[src/rtl/aibcr3_dll_lock_ctrl.sv]
// DLL lock controller: linear coarse search, fine search, then filtered +/-1 tracking
// of the 9-bit {coarse, fine} delay code, driven out as Gray codes with a change strobe.
module aibcr3_dll_lock_ctrl #(
    parameter int SETTLE_CYC = 16,
    parameter int FILT_LEN   = 4,
    parameter int COARSE_MAX = 63
) (
    input  logic       CLKIN,
    input  logic       RSTb,
    input  logic       dll_en,
    input  logic       pd_up,
    output logic [6:0] grey,
    output logic [2:0] i_gray,
    output logic       code_valid,
    output logic       dll_lock,
    output logic       lock_err
);
    localparam int SW = $clog2(SETTLE_CYC + 1);
    localparam int FW = $clog2(FILT_LEN + 1);
    localparam logic [5:0]    CMAX       = 6'(COARSE_MAX);
    localparam logic [8:0]    LIN_MAX    = {CMAX, 3'd7};
    localparam logic [SW-1:0] SETTLE_LD  = SW'(SETTLE_CYC);
    localparam logic [SW-1:0] SETTLE_ONE = SW'(1);
    localparam logic [FW-1:0] FILT_TGT   = FW'(FILT_LEN);
    localparam logic [FW-1:0] FILT_ONE   = FW'(1);

    typedef enum logic [2:0] {
        ST_IDLE   = 3'd0,
        ST_CSRCH  = 3'd1,
        ST_FSRCH  = 3'd2,
        ST_LOCKED = 3'd3,
        ST_ERR    = 3'd4
    } state_t;

    function automatic logic [6:0] gray7(input logic [6:0] b);
        return b ^ {1'b0, b[6:1]};
    endfunction

    function automatic logic [2:0] gray3(input logic [2:0] b);
        return b ^ {1'b0, b[2:1]};
    endfunction

    state_t        r_state, w_state_nxt;
    logic [8:0]    r_lin, w_lin_nxt;
    logic [SW-1:0] r_settle, w_settle_nxt;
    logic [FW-1:0] r_filt, w_filt_nxt, w_run;
    logic          r_filt_val, w_filt_val_nxt;
    logic          r_chg, w_chg;
    logic          w_reload, w_entry, w_sample;
    logic [5:0]    w_coarse;

    assign w_coarse = r_lin[8:3];
    assign w_sample = (r_settle == {SW{1'b0}});

    // Next state, next code, settle reload and tracking filter
    always_comb begin
        w_state_nxt    = r_state;
        w_lin_nxt      = r_lin;
        w_filt_nxt     = r_filt;
        w_filt_val_nxt = r_filt_val;
        w_reload       = 1'b0;
        w_entry        = 1'b0;
        w_run          = ((r_filt != {FW{1'b0}}) && (pd_up == r_filt_val)) ? (r_filt + FILT_ONE) : FILT_ONE;
        if (!dll_en) begin
            w_state_nxt    = ST_IDLE;
            w_lin_nxt      = 9'd0;
            w_filt_nxt     = {FW{1'b0}};
            w_filt_val_nxt = 1'b0;
        end else begin
            case (r_state)
                ST_IDLE: begin
                    w_state_nxt = ST_CSRCH;
                    w_lin_nxt   = 9'd0;
                    w_entry     = 1'b1;
                    w_reload    = 1'b1;
                end
                ST_CSRCH: begin
                    if (!w_sample) begin
                        w_state_nxt = r_state;
                    end else if (pd_up && (w_coarse < CMAX)) begin
                        w_lin_nxt = {w_coarse + 6'd1, 3'd0};
                        w_reload  = 1'b1;
                    end else if (pd_up) begin
                        w_state_nxt = ST_ERR;
                    end else begin
                        // Step back to the last coarse code that was still too short
                        w_state_nxt = ST_FSRCH;
                        w_reload    = 1'b1;
                        w_lin_nxt   = (w_coarse == 6'd0) ? r_lin : {w_coarse - 6'd1, 3'd0};
                    end
                end
                ST_FSRCH: begin
                    if (!w_sample) begin
                        w_state_nxt = r_state;
                    end else if (!pd_up) begin
                        w_state_nxt = ST_LOCKED;
                        w_filt_nxt  = {FW{1'b0}};
                    end else if (r_lin == LIN_MAX) begin
                        w_state_nxt = ST_ERR;
                    end else begin
                        w_lin_nxt = r_lin + 9'd1;
                        w_reload  = 1'b1;
                    end
                end
                ST_LOCKED: begin
                    if (!w_sample) begin
                        w_state_nxt = r_state;
                    end else begin
                        w_filt_val_nxt = pd_up;
                        if (w_run != FILT_TGT) begin
                            w_filt_nxt = w_run;
                        end else begin
                            w_filt_nxt = {FW{1'b0}};
                            if (pd_up && (r_lin != LIN_MAX)) begin
                                w_lin_nxt = r_lin + 9'd1;
                                w_reload  = 1'b1;
                            end else if (!pd_up && (r_lin != 9'd0)) begin
                                w_lin_nxt = r_lin - 9'd1;
                                w_reload  = 1'b1;
                            end else begin
                                w_reload = 1'b0;
                            end
                        end
                    end
                end
                ST_ERR: begin
                    w_state_nxt = ST_ERR;
                end
                default: begin
                    w_state_nxt = ST_IDLE;
                    w_lin_nxt   = 9'd0;
                end
            endcase
        end
        w_chg = w_entry || (w_lin_nxt != r_lin);
        if (!dll_en) begin
            w_settle_nxt = {SW{1'b0}};
        end else if (w_reload) begin
            w_settle_nxt = SETTLE_LD;
        end else if (w_sample) begin
            w_settle_nxt = r_settle;
        end else begin
            w_settle_nxt = r_settle - SETTLE_ONE;
        end
    end

    // State/code registers and registered outputs; code_valid trails the code change by one cycle
    always_ff @(posedge CLKIN or negedge RSTb) begin
        if (!RSTb) begin
            r_state    <= ST_IDLE;
            r_lin      <= 9'd0;
            r_settle   <= {SW{1'b0}};
            r_filt     <= {FW{1'b0}};
            r_filt_val <= 1'b0;
            r_chg      <= 1'b0;
            code_valid <= 1'b0;
            grey       <= 7'd0;
            i_gray     <= 3'd0;
            dll_lock   <= 1'b0;
            lock_err   <= 1'b0;
        end else begin
            r_state    <= w_state_nxt;
            r_lin      <= w_lin_nxt;
            r_settle   <= w_settle_nxt;
            r_filt     <= w_filt_nxt;
            r_filt_val <= w_filt_val_nxt;
            r_chg      <= w_chg;
            code_valid <= r_chg;
            grey       <= gray7({1'b0, w_lin_nxt[8:3]});
            i_gray     <= gray3(w_lin_nxt[2:0]);
            dll_lock   <= (w_state_nxt == ST_LOCKED);
            lock_err   <= (w_state_nxt == ST_ERR);
        end
    end
endmodule

[config.mk]
export PLATFORM = sky130hd
export DESIGN_NAME = aibcr3_dll_lock_ctrl
export DESIGN_NICKNAME = d
export VERILOG_FILES = /design/src/rtl/aibcr3_dll_lock_ctrl.sv
export SDC_FILE = /design/constraint.sdc
export NUM_CORES = 1
export LEC_CHECK = 0
export ABC_CLOCK_PERIOD_IN_PS = 8790
export BUFFER_PORTS_ARGS = -buffer_cell sky130_fd_sc_hd__buf_2
export CORE_MARGIN = 2
export CORE_UTILIZATION = 35
export CTS_BUF_LIST = sky130_fd_sc_hd__clkbuf_16
export CTS_CLUSTER_DIAMETER = 120
export DETAILED_ROUTE_END_ITERATION = 8
export PLACE_DENSITY = 0.48
export SYNTH_ARGS = -nofsm -noshare
export SYNTH_HDL_FRONTEND = slang
export SYNTH_SLANG_ARGS = --single-unit
[constraint.sdc]
create_clock -name CLKIN -period 8.79 [get_ports CLKIN]
set_input_delay 0.879 -clock CLKIN [delete_from_list [all_inputs] [get_ports CLKIN]]
set_output_delay 0.879 -clock CLKIN [all_outputs]
set_load 0.03 [all_outputs]
==> reports/metrics.cfg, run 1 <==
[synthesis]
ys_seq_elements=32
postSynthCellCount=400
avgSynthCellArea_um2=7.96
netlist-cell-type-count=74
ys.flop_type=dfrtp_1
synth_nets=414
synthArstFlopShare=1.00
yosysWarnings=0
synth-edff-count=0
syn-cell-area_um2=3190
yosysSeqAreaShare=0.251

[pwr]
irDropWorstVdd_mv=0.190
power_mw=0.975
combPwrFrac=0.583
sw_frac_of_total=0.515
power-per-cell-area_nw_per_um2=289
seqPwrFrac=0.240
p_sw_mw=0.502
p_leak_nw=1.29
p_clk_frac=0.177
intPower_mw=0.473

[die]
initial_utilization=0.364
core_um2=8760
io_pins=17
die-area_um2=9880
dieWidth_um=99.4
placementRows=34
die_h_um=99.4

[worst_setup_path]
crit_type=flip-flop to flip-flop
cp.arrival_ps=3900
timing.critical_path.from_type=flip-flop
path_max_fanout=19
critPathCaptureType=flip-flop
worstReg2RegEnd=r_chg$_DFF_PN0_
cp.required_ps=8940
reg2reg_from=r_lin[5]$_DFF_PN0_
worstRegToRegCells=10
reg2reg_slack_ps=5040

[min_path]
hold_depth=0
hold_end=code_valid$_DFF_PN0_
min_from=r_chg$_DFF_PN0_
hp-class=flip-flop to flip-flop

[global_routing]
grt_pass1_wl_um=17000
overflow=0
grt_pass1_vias=3072
grt_max_degree=33
grt_usage=0.218
antenna_found_initial=0

[route]
drc=0
drt-initial-drc-count=609
dr.pass1.iters=9
antenna_left=0
viasPerCell=6.64
vias=3292
wl_per_cell_um=21.7
routed_wl_um=10800

[cts]
cts.sinks=32
clockBufferDepth=2
cts_made_buffers=5
post_cts_buffers=0
path_clk_slew_ps=50
h-tree-depth=2
insertion_delay_ps=290
cts_resized=0
ctsHoldBuffers=0
cts_tree=built
clock-root-buffer=clkbuf_16

[timing]
tightest_slew_ps=955
fmax_ghz=0.267
slew-limit-headroom=0.361
drv_slew=0
fin_crit_sh=0.427
rsz0062_at_grt=no
clock_skew_ps=8.77
setup_tns_ps=0
setup_viol=0
hold_violations=0
period_needed_ps=3750

[placed_design]
dpl.hpwl_um=7510
globalplace.congestion=0.968
io_buffer_count=15

[run]
drv_cap=0

[final_layout]
final_util=0.385
drive_above_1_share=0.101
syn_to_final_growth_pct=5.81
nets=401
antenna_cells=0

[outcome]
outcome=finished clean

-- worst max-delay path: stages (launching register included) --
cell and delay [ps]:
dfrtp_1 720, nand3_1 310, nor4_1 420, ha_1 320, nand2b_1 500, o22ai_1 150
a311oi_1 310, o211ai_1 150, a2111o_1 380, nor4_2 250, nand2_1 90
-- state kept, by name, indices dropped and copies added, names as in the netlist --
register,flops
r_filt,3
lock_err,1
r_filt_val,1
r_chg,1
code_valid,1
r_lin,8
dll_lock,1
i_gray,2
r_state,3
r_settle,5
grey,6
-- metal layers --
layer | vias up | global-route usage | wire [µm]
li1 | 1486 | - | -
met2 | 223 | 0.325 | 4710
met4 | 0 | 0.103 | 439
met5 | - | 0 | 0
met3 | 49 | 0.0541 | 1080
met1 | 1534 | 0.295 | 4560
-- cell usage in the layout (no fill, tap or decap), types with 13 or more instances in the layout --
cell,n
nand2_1,27
nor2_1,25
dfrtp_1,32
buf_2,15
a21oi_1,15
nor3_1,18
o211ai_1,13
nor2b_1,13
inv_1,21
o21ai_0,13
-- power by group through the flow --
stage / logic (mW) / clock network [mW] / registers (mW)
final: 0.568 / 0.173 / 0.234
after global routing: 0.613 / 0.179 / 0.240
after CTS: 0.553 / 0.174 / 0.233
after detailed placement: 0.551 / 0 / 0.235
after global placement: 0.563 / 0 / 0.236
after floorplan: 0.436 / 0 / 0.223
-- through the flow --
step                      hold WS [ps]  instance area, µm²  worst slack, ps  cells
after global routing               366                3370             4830    496
after detailed placement           344                3230             4950    488
after CTS                          356                3370             5180    496
after floorplan                    331                3190             5740    400
after global placement             340                3230             4820    488
final                              352                3370             5040    496
-- Yosys cell counts (all sizes together), types with 10 or more instances --
library cell,n,share of area
a21oi,16,0.026
buf,14,0.031
and2,10,0.020
inv,21,0.025
dfrtp,32,0.25
nor3,18,0.028
nor2b,13,0.026
nand2,27,0.032
nor2,26,0.031
o211ai,13,0.031
a211oi,11,0.027
xnor2,10,0.027
nand2b,10,0.020
ha,10,0.039
clkbuf,22,0.026
o21ai,16,0.026
-- kinds of logic after synthesis --
kind of cell               after synthesis  synth area share
and+or+nand+nor                        157             0.281
xor gates and xnor gates                16            0.0440
buffers and inverters                   57            0.0813
AOI/OAI and AO/OA                      126             0.299
muxes                                    1           0.00314
other                                    1           0.00118
adders and majority gates               10            0.0393
DFF                                     32             0.251
-- how the worst max path moves through the flow --
stage | start | end | slack, ps
4_1_cts | r_lin[5]$_DFF_PN0_ | r_chg$_DFF_PN0_ | 5180
2_1_floorplan | r_lin[4]$_DFF_PN0_ | grey[2]$_DFF_PN0_ | 5740
6_report | r_lin[5]$_DFF_PN0_ | r_chg$_DFF_PN0_ | 5040
5_1_grt | r_lin[5]$_DFF_PN0_ | r_chg$_DFF_PN0_ | 4830
3_3_place_gp | pd_up | r_settle[1]$_DFFE_PN0P_ | 4820
3_5_place_dp | pd_up | r_settle[1]$_DFFE_PN0P_ | 4950
-- area by class of cell --
class / count / area, µm²
Clock buffer: 5 / 125
Fill cell: 894 / 5390
Clock inverter: 3 / 13.8
Inverter: 21 / 78.8
Timing Repair Buffer: 16 / 82.6
Tap cell: 108 / 135
Sequential cell: 32 / 801
Multi-Input combinational cell: 311 / 2130
Note: power is estimated with default switching activity, not from simulation.
==> inputs of run 2 (changes only) <==
--- a/config.mk
+++ b/config.mk
@@ -5,7 +5,8 @@
 export SDC_FILE = /design/constraint.sdc
 export NUM_CORES = 1
 export LEC_CHECK = 0
-export ABC_CLOCK_PERIOD_IN_PS = 8790
+export ABC_AREA = 1
+export ABC_CLOCK_PERIOD_IN_PS = 3850
 export BUFFER_PORTS_ARGS = -buffer_cell sky130_fd_sc_hd__buf_2
 export CORE_MARGIN = 2
 export CORE_UTILIZATION = 35
==> constraint.sdc (replaced) <==
create_clock -name CLKIN -period 3.85 [get_ports CLKIN]
set_input_delay 0.385 -clock CLKIN [delete_from_list [all_inputs] [get_ports CLKIN]]
set_output_delay 0.385 -clock CLKIN [all_outputs]
set_load 0.03 [all_outputs]
==> run 2 against run 1 <==
Sequential power increased by 96%. Sequential cell count unchanged. Synthesized cell count increased by 12%. Clock power increased by 120%. Register-to-register slack got worse by 4100 ps. Core utilization increased by 0.69 points. Cell area decreased by 4.6%. Routed wire length decreased by 22%. Critical path type unchanged. Critical endpoint unchanged.
==> reports/metrics.cfg, run 2 <==
[worst_setup_path]
critPathCaptureType=flip-flop  ; unchanged
path_max_fanout=12  ; was 19
cp.required_ps=4020  ; was 8940 ps
worstReg2RegEnd=r_chg$_DFF_PN0_  ; unchanged
timing.critical_path.from_type=flip-flop  ; unchanged
reg2reg_from=r_lin[3]$_DFF_PN0_  ; was r_lin[5]$_DFF_PN0_
reg2reg_slack_ps=930  ; was 5040 ps
worstRegToRegCells=18  ; was 10
crit_type=flip-flop to flip-flop  ; unchanged
cp.arrival_ps=3090  ; was 3900 ps

[timing]
period_needed_ps=2920  ; was 3750 ps
rsz0062_at_grt=no  ; unchanged
setup_tns_ps=0  ; unchanged
slew-limit-headroom=0.493  ; was 0.361
fmax_ghz=0.342  ; was 0.267 GHz
clock_skew_ps=2.10  ; was 8.77 ps
setup_viol=0  ; unchanged
tightest_slew_ps=760  ; was 955 ps
fin_crit_sh=0.759  ; was 0.427
drv_slew=0  ; unchanged
hold_violations=0  ; unchanged
final.setup.worst_slack_ps=930  ; was 5040 ps

[placed_design]
preCtsSetupSlack_ps=968  ; was 4950 ps
globalplace.congestion=0.880  ; was 0.968
dpl.hpwl_um=6340  ; was 7510 µm
io_buffer_count=15  ; unchanged

[synthesis]
yosysWarnings=0  ; unchanged
synth_nets=461  ; was 414
synth-edff-count=0  ; unchanged
postSynthCellCount=447  ; was 400
synth.area.top_cells=dfrtp_1 27%, nand2_1 16%, nand3_1 6.2%  ; was dfrtp_1 25%, ha_1 3.9%, nand2_1 3.2%
synth_common_cells=127 x nand2_1, 41 x nor2_1, 40 x inv_1, 37 x nand3_1, 32 x dfrtp_1  ; was 32 x dfrtp_1, 27 x nand2_1, 25 x nor2_1, 22 x clkbuf_1, 21 x inv_1
synth_top_area_cell=dfrtp_1  ; unchanged
yosysSeqAreaShare=0.270  ; was 0.251
ys.flop_type=dfrtp_1  ; unchanged
ys_seq_elements=32  ; unchanged
yosysMostFrequentCell=nand2_1  ; was dfrtp_1
syn-cell-area_um2=2970  ; was 3190 µm²
synth_top_cell_area_share=0.270  ; was 0.251
synthArstFlopShare=1.00  ; unchanged
netlist-cell-type-count=40  ; was 74
avgSynthCellArea_um2=6.65  ; was 7.96 µm²

[cts]
cts_tree=built  ; unchanged
clock-root-buffer=clkbuf_16  ; unchanged
path_clk_slew_ps=50  ; about the same
post_cts_buffers=0  ; unchanged
ctsHoldBuffers=0  ; unchanged
insertion_delay_ps=280  ; was 290 ps
cts_made_buffers=5  ; unchanged
cts.sinks=32  ; unchanged
h-tree-depth=2  ; unchanged
clockBufferDepth=2  ; unchanged
cts_resized=0  ; unchanged

[run]
drv_cap=0  ; unchanged

[route]
routed_wl_um=8440  ; was 10800 µm
viasPerCell=5.04  ; was 6.64
antenna_left=0  ; unchanged
dr.pass1.iters=5  ; was 9
drc=0  ; unchanged
vias=2827  ; was 3292
wl_per_cell_um=15.0  ; was 21.7 µm
drt-initial-drc-count=243  ; was 609

[die]
die-area_um2=9240  ; was 9880 µm²
core_um2=8220  ; was 8760 µm²
io_pins=17  ; unchanged
dieWidth_um=96.1  ; was 99.4 µm
die_h_um=96.1  ; was 99.4 µm
initial_utilization=0.362  ; was 0.364
placementRows=33  ; was 34

[final_layout]
mostFrequentLayoutCell=nand2_1  ; was dfrtp_1
largest_register=r_lin  ; unchanged
antenna_cells=0  ; unchanged
top_regs=r_lin x8, grey x6, r_settle x5  ; unchanged
largest_reg_flops=8  ; unchanged
regArea_um2=801  ; unchanged
n_fill_cell=881  ; was 894
final_cell_mix=127 x nand2_1, 41 x nor2_1, 40 x inv_1, 37 x nand3_1, 32 x dfrtp_1  ; was 32 x dfrtp_1, 27 x nand2_1, 25 x nor2_1, 21 x inv_1, 18 x nor3_1
nets=469  ; was 401
multi_input_area_um2=1830  ; was 2130 µm²
drive_above_1_share=0.197  ; was 0.101
syn_to_final_growth_pct=8.30  ; was 5.81%

[global_routing]
overflow=0  ; unchanged
grt_usage=0.195  ; was 0.218
grt_pass1_wl_um=13700  ; was 17000 µm
antenna_found_initial=0  ; unchanged
grt_pass1_vias=2656  ; was 3072
grt_max_degree=33  ; unchanged

[pwr]
seqPwrFrac=0.261  ; was 0.240
p_leak_nw=1.69  ; was 1.29 nW
p_sw_mw=0.851  ; was 0.502 mW
intPower_mw=0.907  ; was 0.473 mW
p_clk_frac=0.218  ; was 0.177
combPwrFrac=0.521  ; was 0.583
power-per-cell-area_nw_per_um2=547  ; was 289 nW/µm²
irDropWorstVdd_mv=0.207  ; was 0.190 mV
sw_frac_of_total=0.484  ; was 0.515

[min_path]
hp-class=input pin to asynchronous set/reset pin  ; was flip-flop to flip-flop

[outcome]
outcome=finished clean  ; unchanged

-- run 2: cell count changes in the layout (fill, tap and decap cells not counted), sizes merged, moves of 9 or more --
cell	before	now
and2	10	0
inv	21	55
nand2	27	149
nand2b	10	0
nand3	7	44
nor2	26	56
nor2b	13	0
nor3	18	6
o211ai	13	1
o31ai	9	0
xnor2	10	1
-- run 2: final cells by class --
cell class	count	area share
Clock buffer	5	0.0389
Multi-Input combinational cell	342	0.569
Clock inverter	3	0.00428
Inverter	55	0.0650
Sequential cell	32	0.249
Tap cell	105	0.0408
Timing Repair Buffer	19	0.0327
-- run 2: worst max path at each step --
| stage | start | to | depth (start not counted) |
|---|---|---|---|
| 2_1_floorplan | r_lin[3]$_DFF_PN0_ | r_chg$_DFF_PN0_ | 21 |
| 3_3_place_gp | r_lin[3]$_DFF_PN0_ | r_chg$_DFF_PN0_ | 20 |
| 3_5_place_dp | r_lin[3]$_DFF_PN0_ | r_chg$_DFF_PN0_ | 18 |
| 4_1_cts | r_lin[3]$_DFF_PN0_ | r_chg$_DFF_PN0_ | 18 |
| 5_1_grt | r_lin[3]$_DFF_PN0_ | r_chg$_DFF_PN0_ | 20 |
| 6_report | r_lin[3]$_DFF_PN0_ | r_chg$_DFF_PN0_ | 18 |
-- run 2: kinds of logic (layout without fill, tap and decap cells) --
| group | count (synthesis) | in the layout | synth area share |
|---|---|---|---|
| other | 1 | 1 | 0.00126 |
| AOI/OAI and AO/OA | 56 | 56 | 0.106 |
| DFF | 32 | 32 | 0.270 |
| xor gates and xnor gates | 11 | 11 | 0.0324 |
| buffers and inverters | 73 | 82 | 0.114 |
| and+or+nand+nor | 264 | 264 | 0.435 |
| adders and majority gates | 10 | 10 | 0.0421 |
-- run 2: routing by layer --
layer  wire [µm]  vias up  track usage  share of wire
li1            -     1429            -              -
met1        4060     1294        0.280           0.48
met2        3860       90        0.304           0.46
met3         405       14       0.0243          0.048
met4         121        0       0.0583          0.014
met5           0        -            0              0
-- run 2: power groups by stage --
stage                     clock [mW]  sequential (mW)  combinational, mW
final                          0.384            0.458              0.917
after global routing           0.410            0.469               1.02
after CTS                      0.393            0.459              0.911
after detailed placement           0            0.464              0.909
after global placement             0            0.463              0.920
after floorplan                    0            0.487              0.674
-- run 2: worst max-delay path, stage by stage, from the launching register on --
cell,delay (ps)
dfrtp_1,620
inv_2,150
nor2_1,190
nand2_1,100
nor2_1,150
ha_1,310
nor2_4,110
inv_2,200
nor2_2,100
nand2_1,90
nor2_1,50
a21oi_1,150
nand2_2,120
nand3_1,80
nand2_1,60
nor2_2,140
nand3_2,90
nor2_2,70
nand2_1,50
-- run 2: through the flow --
stage | hold WS, ps | area, µm² | std cells | util | total power [mW]
6_report | 179 | 3220 | 561 | 0.392 | 1.76
3_5_place_dp | 356 | 3080 | 553 | 0.375 | 1.37
4_1_cts | 211 | 3220 | 561 | 0.392 | 1.76
2_1_floorplan | 89.4 | 2970 | 447 | - | 1.16
5_1_grt | 239 | 3220 | 561 | 0.392 | 1.90
3_3_place_gp | 388 | 3080 | 553 | 0.375 | 1.38
